**config.mk**
```make
export PLATFORM = sky130hd
export DESIGN_NAME = circle_plotter
export DESIGN_NICKNAME = d
export VERILOG_FILES = /design/src/rtl/circle_pkg.sv /design/src/rtl/circle_datapath.sv /design/src/rtl/circle_plotter.sv
export SDC_FILE = /design/constraint.sdc
export NUM_CORES = 1
export LEC_CHECK = 0
export ABC_AREA = 0
export CORE_MARGIN = 2
export CORE_UTILIZATION = 30
export CTS_CLUSTER_DIAMETER = 100
export DETAILED_ROUTE_END_ITERATION = 6
export DONT_BUFFER_PORTS = 1
export PLACE_DENSITY = 0.5
export SLEW_MARGIN = 10
export SYNTH_ARGS = -nofsm -noshare
export SYNTH_HDL_FRONTEND = slang
export SYNTH_HIERARCHICAL = 1
export SYNTH_SLANG_ARGS = --single-unit
```
**constraint.sdc**
```tcl
create_clock -name clk -period 4.9 [get_ports clk]
set_clock_uncertainty 0.15 [all_clocks]
set_input_delay 0.98 -clock clk [delete_from_list [all_inputs] [get_ports clk]]
set_output_delay 0.98 -clock clk [all_outputs]
set_load 0.02 [all_outputs]
```
**src/rtl/circle_pkg.sv**
```systemverilog
// Shared constants for the midpoint circle plotter: FSM state codes and default screen size.
package circle_pkg;

  localparam logic [2:0] ST_IDLE   = 3'd0;
  localparam logic [2:0] ST_INIT   = 3'd1;
  localparam logic [2:0] ST_PLOT   = 3'd2;
  localparam logic [2:0] ST_UPDATE = 3'd3;
  localparam logic [2:0] ST_DONE   = 3'd4;
  localparam logic [2:0] ST_SPAN   = 3'd5;

  localparam int unsigned SCREEN_W_DEF = 160;
  localparam int unsigned SCREEN_H_DEF = 120;

endpackage

```
**src/rtl/circle_datapath.sv**
```systemverilog
// Midpoint-circle datapath: latched job, ox/oy/crit iterators, octant/span pixel generation and clipping.
module circle_datapath
  import circle_pkg::*;
#(
  parameter int unsigned X_W      = 8,
  parameter int unsigned Y_W      = 7,
  parameter int unsigned R_W      = 6,
  parameter int unsigned SCREEN_W = SCREEN_W_DEF,
  parameter int unsigned SCREEN_H = SCREEN_H_DEF
) (
  input  logic           clk,
  input  logic           rst_n,
  input  logic           load,
  input  logic           init,
  input  logic           step,
  input  logic           update,
  input  logic           span_mode,
  input  logic [X_W-1:0] cx,
  input  logic [Y_W-1:0] cy,
  input  logic [R_W-1:0] r,
  input  logic [2:0]     color_in,
  output logic [X_W-1:0] px_c,
  output logic [Y_W-1:0] py_c,
  output logic           on_screen_c,
  output logic           last_c,
  output logic           cont_c,
  output logic [2:0]     color_lat
);

  localparam int unsigned OW  = R_W + 2;
  localparam int unsigned CW  = R_W + 3;
  localparam int unsigned PXW = X_W + 2;
  localparam int unsigned PYW = Y_W + 2;
  localparam logic signed [PXW-1:0] SW_S = PXW'(SCREEN_W);
  localparam logic signed [PYW-1:0] SH_S = PYW'(SCREEN_H);

  logic [X_W-1:0]        cx_q, cx_d;
  logic [Y_W-1:0]        cy_q, cy_d;
  logic [R_W-1:0]        r_q, r_d;
  logic [2:0]            col_q, col_d;
  logic signed [OW-1:0]  ox_q, ox_d, oy_q, oy_d, so_q, so_d;
  logic signed [CW-1:0]  crit_q, crit_d;
  logic [2:0]            oct_q, oct_d;
  logic [1:0]            row_q, row_d;

  logic signed [PXW-1:0] cx_s, px_s;
  logic signed [PYW-1:0] cy_s, py_s;
  logic signed [OW-1:0]  dx, dy, half, dyv;
  logic                  crit_le0;

  // Current pixel: octant reflection in outline mode, running span offset in fill mode
  always_comb begin
    cx_s = PXW'(cx_q);
    cy_s = PYW'(cy_q);
    half = row_q[1] ? oy_q : ox_q;
    dyv  = row_q[1] ? ox_q : oy_q;
    dx   = oct_q[0] ? oy_q : ox_q;
    dy   = oct_q[0] ? ox_q : oy_q;
    if (span_mode) begin
      px_s   = cx_s + PXW'(so_q);
      py_s   = row_q[0] ? cy_s - PYW'(dyv) : cy_s + PYW'(dyv);
      last_c = (row_q == 2'd3) && (so_q == half);
    end else begin
      px_s   = (oct_q[1] ^ oct_q[2]) ? cx_s - PXW'(dx) : cx_s + PXW'(dx);
      py_s   = oct_q[2] ? cy_s - PYW'(dy) : cy_s + PYW'(dy);
      last_c = (oct_q == 3'd7);
    end
    on_screen_c = !px_s[PXW-1] && (px_s < SW_S) && !py_s[PYW-1] && (py_s < SH_S);
  end

  assign px_c      = px_s[X_W-1:0];
  assign py_c      = py_s[Y_W-1:0];
  assign color_lat = col_q;
  assign crit_le0  = crit_q[CW-1] | (crit_q == '0);

  always_comb begin
    cx_d   = cx_q;
    cy_d   = cy_q;
    r_d    = r_q;
    col_d  = col_q;
    ox_d   = ox_q;
    oy_d   = oy_q;
    so_d   = so_q;
    crit_d = crit_q;
    oct_d  = oct_q;
    row_d  = row_q;
    if (load) begin
      cx_d  = cx;
      cy_d  = cy;
      r_d   = r;
      col_d = color_in;
    end
    if (init) begin
      ox_d   = OW'(r_q);
      oy_d   = '0;
      crit_d = CW'(1) - CW'(r_q);
      oct_d  = '0;
      row_d  = '0;
      so_d   = '0 - OW'(r_q);
    end
    if (step) begin
      if (span_mode) begin
        if (so_q == half) begin
          row_d = row_q + 2'd1;
          so_d  = -(row_d[1] ? oy_q : ox_q);
        end else begin
          so_d = so_q + OW'(1);
        end
      end else begin
        oct_d = oct_q + 3'd1;
      end
    end
    // Midpoint step; the decision uses the already-incremented oy (and decremented ox)
    if (update) begin
      oy_d = oy_q + OW'(1);
      if (crit_le0) begin
        crit_d = crit_q + CW'(oy_d) + CW'(oy_d) + CW'(1);
      end else begin
        ox_d   = ox_q - OW'(1);
        crit_d = crit_q + CW'(oy_d) + CW'(oy_d) - CW'(ox_d) - CW'(ox_d) + CW'(1);
      end
      oct_d = '0;
      row_d = '0;
      so_d  = -ox_d;
    end
  end

  assign cont_c = (oy_d <= ox_d);

  always_ff @(posedge clk or negedge rst_n) begin
    if (!rst_n) begin
      cx_q   <= '0;
      cy_q   <= '0;
      r_q    <= '0;
      col_q  <= '0;
      ox_q   <= '0;
      oy_q   <= '0;
      so_q   <= '0;
      crit_q <= '0;
      oct_q  <= '0;
      row_q  <= '0;
    end else begin
      cx_q   <= cx_d;
      cy_q   <= cy_d;
      r_q    <= r_d;
      col_q  <= col_d;
      ox_q   <= ox_d;
      oy_q   <= oy_d;
      so_q   <= so_d;
      crit_q <= crit_d;
      oct_q  <= oct_d;
      row_q  <= row_d;
    end
  end

endmodule

```
**src/rtl/circle_plotter.sv**
```systemverilog
// Midpoint circle plotter FSM with registered pixel outputs.
// Optional filled-circle spans when CIRCLE_FILL_EN is defined (adds the fill input).
module circle_plotter
  import circle_pkg::*;
#(
  parameter int unsigned X_W      = 8,
  parameter int unsigned Y_W      = 7,
  parameter int unsigned R_W      = 6,
  parameter int unsigned SCREEN_W = SCREEN_W_DEF,
  parameter int unsigned SCREEN_H = SCREEN_H_DEF
) (
  input  logic           clk,
  input  logic           rst_n,
  input  logic           start_sig,
  input  logic [X_W-1:0] cx,
  input  logic [Y_W-1:0] cy,
  input  logic [R_W-1:0] r,
  input  logic [2:0]     color_in,
`ifdef CIRCLE_FILL_EN
  input  logic           fill,
`endif
  output logic [X_W-1:0] x,
  output logic [Y_W-1:0] y,
  output logic [2:0]     color,
  output logic           plot,
  output logic           busy,
  output logic           done
);

  logic [2:0]     state_q, state_d;
  logic [X_W-1:0] x_q, x_d;
  logic [Y_W-1:0] y_q, y_d;
  logic [2:0]     color_q, color_d;
  logic           plot_q, plot_d, busy_q, busy_d, done_q, done_d;
  logic           load, init, step, update, span_mode, pix;
  logic [X_W-1:0] px_c;
  logic [Y_W-1:0] py_c;
  logic           on_screen_c, last_c, cont_c;
  logic [2:0]     color_lat;

`ifdef CIRCLE_FILL_EN
  logic fill_q, fill_d;

  always_comb begin
    fill_d = fill_q;
    if (load) fill_d = fill;
  end

  always_ff @(posedge clk or negedge rst_n) begin
    if (!rst_n) fill_q <= 1'b0;
    else        fill_q <= fill_d;
  end

  assign span_mode = fill_q;
`else
  assign span_mode = 1'b0;
`endif

  circle_datapath #(
    .X_W(X_W), .Y_W(Y_W), .R_W(R_W), .SCREEN_W(SCREEN_W), .SCREEN_H(SCREEN_H)
  ) u_dp (
    .clk(clk), .rst_n(rst_n),
    .load(load), .init(init), .step(step), .update(update), .span_mode(span_mode),
    .cx(cx), .cy(cy), .r(r), .color_in(color_in),
    .px_c(px_c), .py_c(py_c), .on_screen_c(on_screen_c),
    .last_c(last_c), .cont_c(cont_c), .color_lat(color_lat)
  );

  // Next state, datapath strobes and next values of the registered outputs
  always_comb begin
    state_d = state_q;
    load    = 1'b0;
    init    = 1'b0;
    step    = 1'b0;
    update  = 1'b0;
    case (state_q)
      ST_IDLE:   if (start_sig) begin
                   state_d = ST_INIT;
                   load    = 1'b1;
                 end
      ST_INIT:   begin
                   init    = 1'b1;
                   state_d = span_mode ? ST_SPAN : ST_PLOT;
                 end
      ST_PLOT,
      ST_SPAN:   begin
                   step = 1'b1;
                   if (last_c) state_d = ST_UPDATE;
                 end
      ST_UPDATE: begin
                   update  = 1'b1;
                   state_d = cont_c ? (span_mode ? ST_SPAN : ST_PLOT) : ST_DONE;
                 end
      ST_DONE:   state_d = ST_IDLE;
      default:   state_d = ST_IDLE;
    endcase
    pix     = (state_q == ST_PLOT) || (state_q == ST_SPAN);
    plot_d  = pix && on_screen_c;
    x_d     = pix ? px_c : x_q;
    y_d     = pix ? py_c : y_q;
    color_d = color_lat;
    busy_d  = (state_q != ST_IDLE);
    done_d  = (state_q == ST_DONE);
  end

  always_ff @(posedge clk or negedge rst_n) begin
    if (!rst_n) begin
      state_q <= ST_IDLE;
      x_q     <= '0;
      y_q     <= '0;
      color_q <= '0;
      plot_q  <= 1'b0;
      busy_q  <= 1'b0;
      done_q  <= 1'b0;
    end else begin
      state_q <= state_d;
      x_q     <= x_d;
      y_q     <= y_d;
      color_q <= color_d;
      plot_q  <= plot_d;
      busy_q  <= busy_d;
      done_q  <= done_d;
    end
  end

  assign x     = x_q;
  assign y     = y_q;
  assign color = color_q;
  assign plot  = plot_q;
  assign busy  = busy_q;
  assign done  = done_q;

endmodule

```
# Yosys cells after proc, flatten, opt, wreduce, memory -nomap -nowiden
# Index checks and enable logic that the tools add are counted.
[word_totals] elab_cells=80 n_memories=0 ram_bits=0 mem_bits_ro=0 latch_bits=0 out_inout_bits=21 reg_bits=76 inputBits=27
[classes] order_cmp=3 n_mul=0 n_eq_ne=8 div_mod_pow=0 reduce_logical=14 n_addsub=14 mux=24 shifts=0 bitwise=2
[ops] op="two-way mux 8 bit" n=7
[ops] op="two-way mux 9 bit" n=4
[ops] op="adder 9 x 2 -> 9 bit (second input constant)" n=2
[ops] op="adder 9 x 8 -> 9 bit" n=2
[ops] op="two-way mux 3 bit" n=6
[ops] op="subtractor 9 x 8 -> 9 bit" n=2
[ops] op="case mux 3 bit (4 select lines)" n=1
[ops] op="adder 9 x 8 -> 10 bit" n=1
[ops] op="less-than comparator 10 x 9 -> 1 bit (second input constant)" n=1
[ops] op="two-way mux 10 bit" n=1
[ops] op="subtractor 9 x 8 -> 10 bit" n=1
[ops] op="adder 8 x 8 -> 9 bit" n=1
[ops] op="== test 3 bit (second input constant)" n=3
[ops] op="logical NOT 9 bit" n=1
[ops] op="less-than comparator 9 x 8 -> 1 bit (second input constant)" n=1
[ops] op="subtractor 8 x 8 -> 9 bit" n=1
[ops] op="adder 8 x 2 -> 8 bit (second input constant)" n=1
[ops] op="<= comparator 8 bit" n=1
[ops] op="subtractor 8 x 2 -> 8 bit (second input constant)" n=1
[ops] op="subtractor 1 x 6 -> 7 bit (first input constant)" n=1
[ops] op="== test 3 x 2 -> 1 bit (second input constant)" n=2
[ops] op="nonzero test 3 bit" n=2
[ops] op="two-way mux 1 bit" n=5
[ops] op="logical AND 1 bit" n=4
[ops] op="11 further kinds" n=13

# Logic depth before layout (Yosys ltp)
# Gate-level depths: netlist of run 1.
[depth] depth_word=8 mapped_depth=21 ltp_nobuf=18

# By module
# The synthesis of run 1 kept the hierarchy.
[modules_own_cells] mod="circle_datapath" n_inst=1 seq_area_each_um2=1551.5 cells_per_inst=864 area_per_inst_um2=7160.6
[modules_own_cells] mod="circle_plotter" n_inst=1 seq_area_each_um2=600.6 cells_per_inst=119 area_per_inst_um2=1301.2

# Worst setup path after synthesis of run 1
# OpenSTA, ideal clock, no wires.
[synth_path] path_kind="register -> register" start="reg u_dp.oct_q[0]" end="reg plot_q, in the netlist plot" required_ns=4.666 setup_time_ns=0.084 period_less_slack_ns=4.286 stages_incl_launch_ff=21 arrival_ns=4.052 setup_slack_ns=0.614 cell_sequence="dfrtp_1 buf_6 buf_6 buf_4 mux2i_1 ha_1 nor4b_2 nor3_1 o32a_1 a211oi_2 xor2_1 o21ai_0 ha_1 nor2_1 nor2b_1 a21boi_0 nor2b_1 o21ai_0 a211o_1 a21oi_2 a21boi_0"
[synth_between] elab_chain_cells=8
[synth_lines] element="start, declared" line="circle_datapath.sv:43" rtl="logic [2:0] oct_q, oct_d;"
[synth_lines] element="start signal, assigned" line="circle_datapath.sv:151" rtl="oct_q <= oct_d;"
[synth_lines] element="two-way mux 8 bit" line="circle_datapath.sv:57" rtl="dx = oct_q[0] ? oy_q : ox_q;"
[synth_lines] element="adder 9 x 8 -> 10 bit or subtractor 9 x 8 -> 10 bit (tied branches)" line="circle_datapath.sv:64" rtl="px_s = (oct_q[1] ^ oct_q[2]) ? cx_s - PXW'(dx) : cx_s + PXW'(dx);"
[synth_lines] element="two-way mux 10 bit" line="circle_datapath.sv:64"
[synth_lines] element="less-than comparator 10 x 9 -> 1 bit or logical NOT 1 bit (tied branches)" line="circle_datapath.sv:68" rtl="on_screen_c = !px_s[PXW-1] && (px_s < SW_S) && !py_s[PYW-1] && (py_s < SH_S);"
[synth_lines] element="logical AND 1 bit (2 in a row)" line="circle_datapath.sv:68"
[synth_lines] element="logical AND 1 bit *" line="circle_datapath.sv:68"
[synth_lines] element="via on_screen_c" line="circle_plotter.sv:38" rtl="logic on_screen_c, last_c, cont_c;"
[synth_lines] element="logical AND 1 bit *" line="circle_plotter.sv:98" rtl="plot_d = pix && on_screen_c;"
[synth_lines] element="via plot_d" line="circle_plotter.sv:34" rtl="logic plot_q, plot_d, busy_q, busy_d, done_q, done_d;"
[synth_lines] element="end signal, assigned" line="circle_plotter.sv:120" rtl="plot_q <= plot_d;"
[synth_lines] element="end, declared" line="circle_plotter.sv:34"
# Mark *: on every way through the listed nets, which the timed path passes. The rest lies on a longest branch.
# A chain may end at the register's enable or synchronous reset.

# Final worst setup path of run 1
# Same ends and word-level chain as after synthesis.

==> flow_metrics.tcl, run 1 <==
set metrics [dict create \
    place_congestion 0.884 \
    tightest_slew_ns 1.16 \
    postRouteAntennaNets 0 \
    ys_ff_latch 86 \
    cts_root_buf "clkbuf_16" \
    slew_headroom 0.225 \
    dp_hpwl_um 18400 \
    grt_first_pass_wirelength_um 40300 \
    die_y_um 172 \
    start_util 0.305 \
    drt_iter0_markers 496 \
    r2r_start "u_dp/oct_q[0]" \
    grt_max_degree 87 \
    clkSlewWorstSetupHoldPaths_ns 0.08 \
    vias 7164 \
    cts_max_level 3 \
    grt_antenna_before_repair 0 \
    cp-endpoint "plot" \
    die_area_um2 29600 \
    start_kind "flip-flop" \
    numClockSinks 86 \
    netlist_area_um2 8460 \
    finalHoldViolCount 0 \
    critPathBufInv 1 \
    min_path_type "primary input to async pin" \
    clock.fmax_ghz 0.219 \
    path_cells "mux2_2, inv_1, ha_2, nor4b_2, nor3_1, o32a_1, a211oi_2, xor2_1, o21ai_0, ha_1, nor2_1, nor2b_1, a21boi_0, nor2b_1, o21ai_0, a211o_1, a21oi_2, a21boi_0" \
    port_buffers 0 \
    setup_viol 0 \
    async_flop_share 1.00 \
    regArea_um2 2150 \
    grt_overflow 0 \
    path_depth 18 \
    cts_buffers 9 \
    fin_tns_setup_ns 0 \
    rsz0062_at_grt "false" \
    grt_use_total 0.176 \
    startpoint "u_dp/oct_q[0]" \
    route.detailed.drc 0 \
    die_x_um 172 \
    drive_gt1_frac 0.123 \
    pre_cts_ws_ns 0.351 \
    pin_count 48 \
    maxSlewViolCount 0 \
    area_delta_synth_final_pct 7.82 \
    viasPerCell 5.35 \
    cp.required_ns 5.02 \
    num-nets-final 1045 \
    drv_cap 0 \
    synth_ff_type "dfrtp_1" \
    grt_pass1_vias 6964 \
    syn_inst 983 \
    worstSkewPairLatency_ns 0.36 \
    rrSetupSlack_ns 0.34 \
    path_class "flip-flop to flip-flop" \
    period_share 0.931 \
    synth.yosys.seq_area_share 0.254 \
    fin_crit_ns 4.56 \
    dr.pass1.iters 7 \
    antenna_cells 0 \
    wl_per_cell_um 18.8 \
    cts_tree "yes" \
    ctsHoldBuffers 0 \
    clockBufferDepth 2 \
    synth_edf_count 0 \
    outcome "finished, final reports clean" \
    core_area_um2 27800 \
    synthDistinctLibCells 87 \
    ys_warn_count 6 \
    end_kind "flip-flop" \
    fin_util 0.328 \
    fillers 2958 \
    avgSynthCellArea_um2 8.61 \
    wl_um 25100 \
    num_rows 61 \
    worst-path-max-fanout 7 \
    multi_input_area_um2 5820 \
    reg2reg_depth 18 \
    worst_path_max_delay_cell "mux2_2" \
    critPathArrivalTime_ns 4.68 \
    setup_slack_ns 0.338 \
    critPathTopFamily "compound AO/OA/AOI/OAI gates" \
    rr_endpoint "plot" \
    slowest_delay_ns 0.41 \
]
==> state kept, by name (all words and copies together) (netlist names) <==
name / flops
u_dp/crit_q: 9
u_dp/cx_q: 8
u_dp/ox_q: 8
u_dp/oy_q: 8
u_dp/so_q: 8
x: 8
u_dp/cy_q: 7
y: 7
u_dp/r_q: 6
color: 3
state_q: 3
u_dp/color_lat: 3
u_dp/oct_q: 3
u_dp/row_q: 2
busy: 1
done: 1
plot: 1
==> metrics by stage <==
| stage | hold WS, ns | std cells | area [um^2] |
|---|---|---|---|
| after floorplan | 0.200 | 985 | 8470 |
| after global placement | 0.205 | 1322 | 8820 |
| after detailed placement | 0.209 | 1322 | 8820 |
| after CTS | 0.149 | 1338 | 9120 |
| after global routing | 0.143 | 1338 | 9120 |
| final | 0.158 | 1338 | 9120 |
==> final cells by class <==
cell class                 instances  share of cell area
multi-input combinational        788               0.638
sequential                        86               0.236
tap                              378              0.0518
clock buffer                      10              0.0251
timing repair buffer              29              0.0239
inverter                          41              0.0169
clock inverter                     6             0.00823
==> per-layer routing <==
layer | global-route usage | vias to the layer above | wire length [um]
li1 | - | 3474 | -
met1 | 0.244 | 3486 | 12000
met2 | 0.290 | 173 | 11800
met3 | 0.0245 | 31 | 1000
met4 | 0.0420 | 0 | 403
met5 | 0 | - | 0
==> cell families (layout without fill, tap and decap cells) <==
logic type	Yosys count	count (layout)	synth area share
flip-flops	86	86	0.254
other	1	3	0.000443
adder cells (fa/ha/maj)	63	63	0.0967
AO/OA/AOI/OAI	239	239	0.191
multiplexers	90	90	0.111
buffers and inverters	111	86	0.0602
AND/OR/NAND/NOR	300	300	0.190
XOR/XNOR	93	93	0.0963
==> worst min-delay path by stage <==
stage	end	slack (ns)	cells past startpoint
floorplan	color[0]	0.20	0
global placement	color[2]	0.21	0
detailed placement	color[2]	0.21	0
CTS	x[6]	0.15	0
global route	x[6]	0.14	0
finish	x[6]	0.16	0
==> synthesized netlist by cell type (4+ instances only) <==
cell type | count | area (um^2)
clkbuf_1 | 39 | 146
nor3_1 | 17 | 85.1
a21boi_0 | 6 | 45.0
o211ai_1 | 10 | 75.1
nor2_1 | 84 | 315
and3_1 | 10 | 62.6
o31ai_1 | 4 | 30.0
buf_4 | 4 | 30.0
nor3b_1 | 18 | 135
a21oi_1 | 56 | 280
xnor2_1 | 61 | 534
xor2_1 | 32 | 280
o21ai_1 | 17 | 85.1
nand2_1 | 70 | 263
nand2b_1 | 6 | 37.5
o21a_1 | 10 | 75.1
a31oi_1 | 5 | 31.3
a22o_1 | 7 | 61.3
nor3b_2 | 8 | 100
mux2_2 | 31 | 349
buf_1 | 6 | 22.5
buf_2 | 14 | 70.1
or3_1 | 8 | 50.1
fa_1 | 4 | 80.1
a311oi_1 | 4 | 35.0
ha_1 | 59 | 738
and2_1 | 7 | 43.8
o21ai_0 | 49 | 245
o221a_2 | 9 | 101
a21o_1 | 12 | 90.1
o221a_1 | 6 | 67.6
mux2i_1 | 59 | 591
nand3_1 | 20 | 100
inv_1 | 41 | 154
buf_6 | 5 | 56.3
nor2b_1 | 14 | 87.6
nor4_1 | 7 | 43.8
a211oi_1 | 11 | 82.6
dfrtp_1 | 86 | 2150
a22oi_1 | 4 | 30.0
==> cells in the final DEF (no fill, tap or decap), types with 4 or more instances in the layout <==
cell type / count
a211oi_1: 11
a21boi_0: 6
a21o_1: 12
a21oi_1: 56
a22o_1: 7
a22oi_1: 4
a311oi_1: 4
a31oi_1: 5
and2_1: 7
and3_1: 10
buf_4: 29
clkbuf_16: 9
dfrtp_1: 86
fa_1: 4
ha_1: 58
inv_1: 41
mux2_2: 31
mux2i_1: 59
nand2_1: 70
nand2b_1: 6
nand3_1: 20
nor2_1: 83
nor2b_1: 14
nor3_1: 17
nor3b_1: 17
nor3b_2: 9
nor4_1: 7
o211ai_1: 10
o21a_1: 10
o21ai_0: 49
o21ai_1: 17
o221a_1: 6
o221a_2: 9
o31ai_1: 4
or3_1: 8
xnor2_1: 61
xor2_1: 32
==> what timing repair did <==
item                                   CTS  global route
endpoints found under the hold margin    0             0
setup endpoints to repair                0             1
gates resized for setup                  0             1
buffers inserted                         0             0
==> worst reg2reg max path, delay by kind of cell (launching register included) <==
family | cells | cell delay [ns]
compound gates | 8 | 1.72
simple gates | 5 | 0.84
fa+ha+maj | 2 | 0.61
mux | 1 | 0.41
flops | 1 | 0.40
xor+xnor | 1 | 0.18
buf+inv | 1 | 0.17
Power of run 1 is left out: the tool's default activity adds up to more than one toggle a clock period on the data nets, which glitch-free logic cannot reach.
==> run 2, diff against run 1 <==
--- a/config.mk
+++ b/config.mk
@@ -11,7 +11,8 @@
 export CTS_CLUSTER_DIAMETER = 100
 export DETAILED_ROUTE_END_ITERATION = 6
 export DONT_BUFFER_PORTS = 1
-export PLACE_DENSITY = 0.5
+export HOLD_SLACK_MARGIN = 0.12
+export PLACE_DENSITY = 0.51
 export SLEW_MARGIN = 10
 export SYNTH_ARGS = -nofsm -noshare
 export SYNTH_HDL_FRONTEND = slang
==> constraint.sdc (replaced) <==
create_clock -name clk -period 3.72 [get_ports clk]
set_clock_uncertainty 0.15 [all_clocks]
set_input_delay 0.744 -clock clk [delete_from_list [all_inputs] [get_ports clk]]
set_output_delay 0.744 -clock clk [all_outputs]
set_load 0.02 [all_outputs]
==> flow_metrics.tcl, run 2 (same netlist as run 1, synthesis figures left out) <==
set metrics [dict create \
    outcome "finished, violations left" \
    violations "negative setup slack" \
    start_util 0.305 \
    largest_reg_flops 9 \
    clock.fmax_ghz 0.264 \
    setup_slack_ns -0.0633 \
    cts_tree "yes" \
    drt_iter0_markers 464 \
    cts_buffers 9 \
    grt_antenna_before_repair 0 \
    wl_um 25700 \
    cp.required_ns 3.84 \
    worst-path-max-fanout 6 \
    worstSkewPairLatency_ns 0.35 \
    fin_crit_ns 3.78 \
    clockBufferDepth 2 \
    critPathArrivalTime_ns 3.91 \
    hold_ws_ns 0.157 \
    vias 7511 \
    route.detailed.drc 0 \
    wl_per_cell_um 17.6 \
    numClockSinks 86 \
    dp_hpwl_um 19500 \
    path_class "flip-flop to flip-flop" \
    period_share 1.02 \
    antenna_cells 0 \
    grt_overflow 0 \
    dr.pass1.iters 5 \
    largest_register "u_dp/crit_q" \
    port_buffers 0 \
    clkSlewWorstSetupHoldPaths_ns 0.06 \
    slew_headroom 0.270 \
    end_kind "flip-flop" \
    setup_viol 1 \
    core_area_um2 27800 \
    die_area_um2 29600 \
    postRouteAntennaNets 0 \
    die_y_um 172 \
    path_cells "mux2_4, inv_4, ha_4, or4bb_4, a21oi_2, o32a_1, a211oi_2, xor2_1, o21ai_1, ha_2, nor2_4, nor2b_4, a21boi_4, or2_4, a21boi_2, o211ai_1, a21oi_2, a21boi_2" \
    rrSetupSlack_ns -0.06 \
    place_congestion 0.844 \
    area_delta_synth_final_pct 23.4 \
    drive_gt1_frac 0.275 \
    grt_max_degree 87 \
    grt_first_pass_wirelength_um 40500 \
    grt_pass1_vias 7381 \
    final_cell_mix "155 x buf_4, 82 x dfrtp_1, 81 x nor2_1" \
    pin_count 48 \
    min_path_type "primary input to async pin" \
    cts_max_level 3 \
    finalHoldViolCount 0 \
    drv_cap 0 \
    tightest_slew_ns 1.10 \
    slowest_delay_ns 0.47 \
    num_rows 61 \
    worst_path_max_delay_cell "dfrtp_2" \
    final_common_cell "buf_4" \
    start_kind "flip-flop" \
    num-nets-final 1175 \
    maxSlewViolCount 0 \
    rsz0062_at_grt "true" \
    grt_use_total 0.176 \
    viasPerCell 5.13 \
    die_x_um 172 \
    cts_root_buf "clkbuf_16" \
]
## run 2: repair_timing
item	CTS	global route
hold endpoints to repair	86	0
gates resized for setup	17	55
hold buffers	1	0
setup buffers	4	9
setup endpoints to repair	7	11
pin swaps	13	23
## run 2: area by class of cell
class,instances,area [um^2]
flip-flops and latches,86,2160
multi-input cells,788,6150
clock inverters,3,47.5
fillers,2865,17300
inverters,41,156
repair buffers,159,1230
clock buffers,10,229
well taps,378,473
## run 2: final timing paths
| kind | from | endpoint | cells after the start |
|---|---|---|---|
| min reg2reg | u_dp/color_lat[2] | color[2] | 0 |
| max in group asynchronous | rst_n | u_dp/oct_q[0] | 1 |
| min | rst_n | u_dp/cy_q[2] | 1 |
| min in group clk | u_dp/color_lat[2] | color[2] | 0 |
| max | u_dp/oct_q[0] | plot | 18 |
| max reg2reg | u_dp/oct_q[0] | plot | 18 |
## run 2: critical path, delay by kind of cell, from the launching register on
| kind | cells | cell delay (ns) |
|---|---|---|
| muxes | 1 | 0.34 |
| xor gates and xnor gates | 1 | 0.17 |
| and+or+nand+nor | 4 | 0.87 |
| adders and majority gates | 2 | 0.46 |
| DFF | 1 | 0.47 |
| buffers and inverters | 1 | 0.07 |
| AOI/OAI and AO/OA | 9 | 1.20 |
## run 2: metrics by stage
| stage | TNS (ns) | instance area [um^2] | utilization | instances | worst slack (ns) |
|---|---|---|---|---|---|
| final | -0.0633 | 10400 | 0.376 | 1465 | -0.0633 |
| after global routing | -1.27 | 10400 | 0.376 | 1465 | -0.260 |
| after CTS | -0.0932 | 10100 | 0.365 | 1457 | -0.0743 |
| after detailed placement | -0.641 | 9760 | 0.351 | 1439 | -0.268 |
| after global placement | -0.291 | 9760 | 0.351 | 1439 | -0.169 |
| after floorplan | -0.260 | 8530 | - | 985 | -0.260 |
## run 2: per-layer routing
| layer | wire length [um] | up-vias | track usage |
|---|---|---|---|
| met5 | 0 | - | 0 |
| met4 | 405 | 0 | 0.0471 |
| met3 | 1060 | 24 | 0.0266 |
| met2 | 12300 | 159 | 0.298 |
| met1 | 12000 | 3599 | 0.234 |
| li1 | - | 3729 | - |
Power of run 2 is left out for the same reason.
==> run 3, diff against run 2 <==
--- a/config.mk
+++ b/config.mk
@@ -13,7 +13,6 @@
 export DONT_BUFFER_PORTS = 1
 export HOLD_SLACK_MARGIN = 0.12
 export PLACE_DENSITY = 0.51
-export SLEW_MARGIN = 10
 export SYNTH_ARGS = -nofsm -noshare
 export SYNTH_HDL_FRONTEND = slang
 export SYNTH_HIERARCHICAL = 1
==> results of run 3 <==
Final layout, timing and power as in run 2 (identical DEF).
Power of run 3 is left out for the same reason.
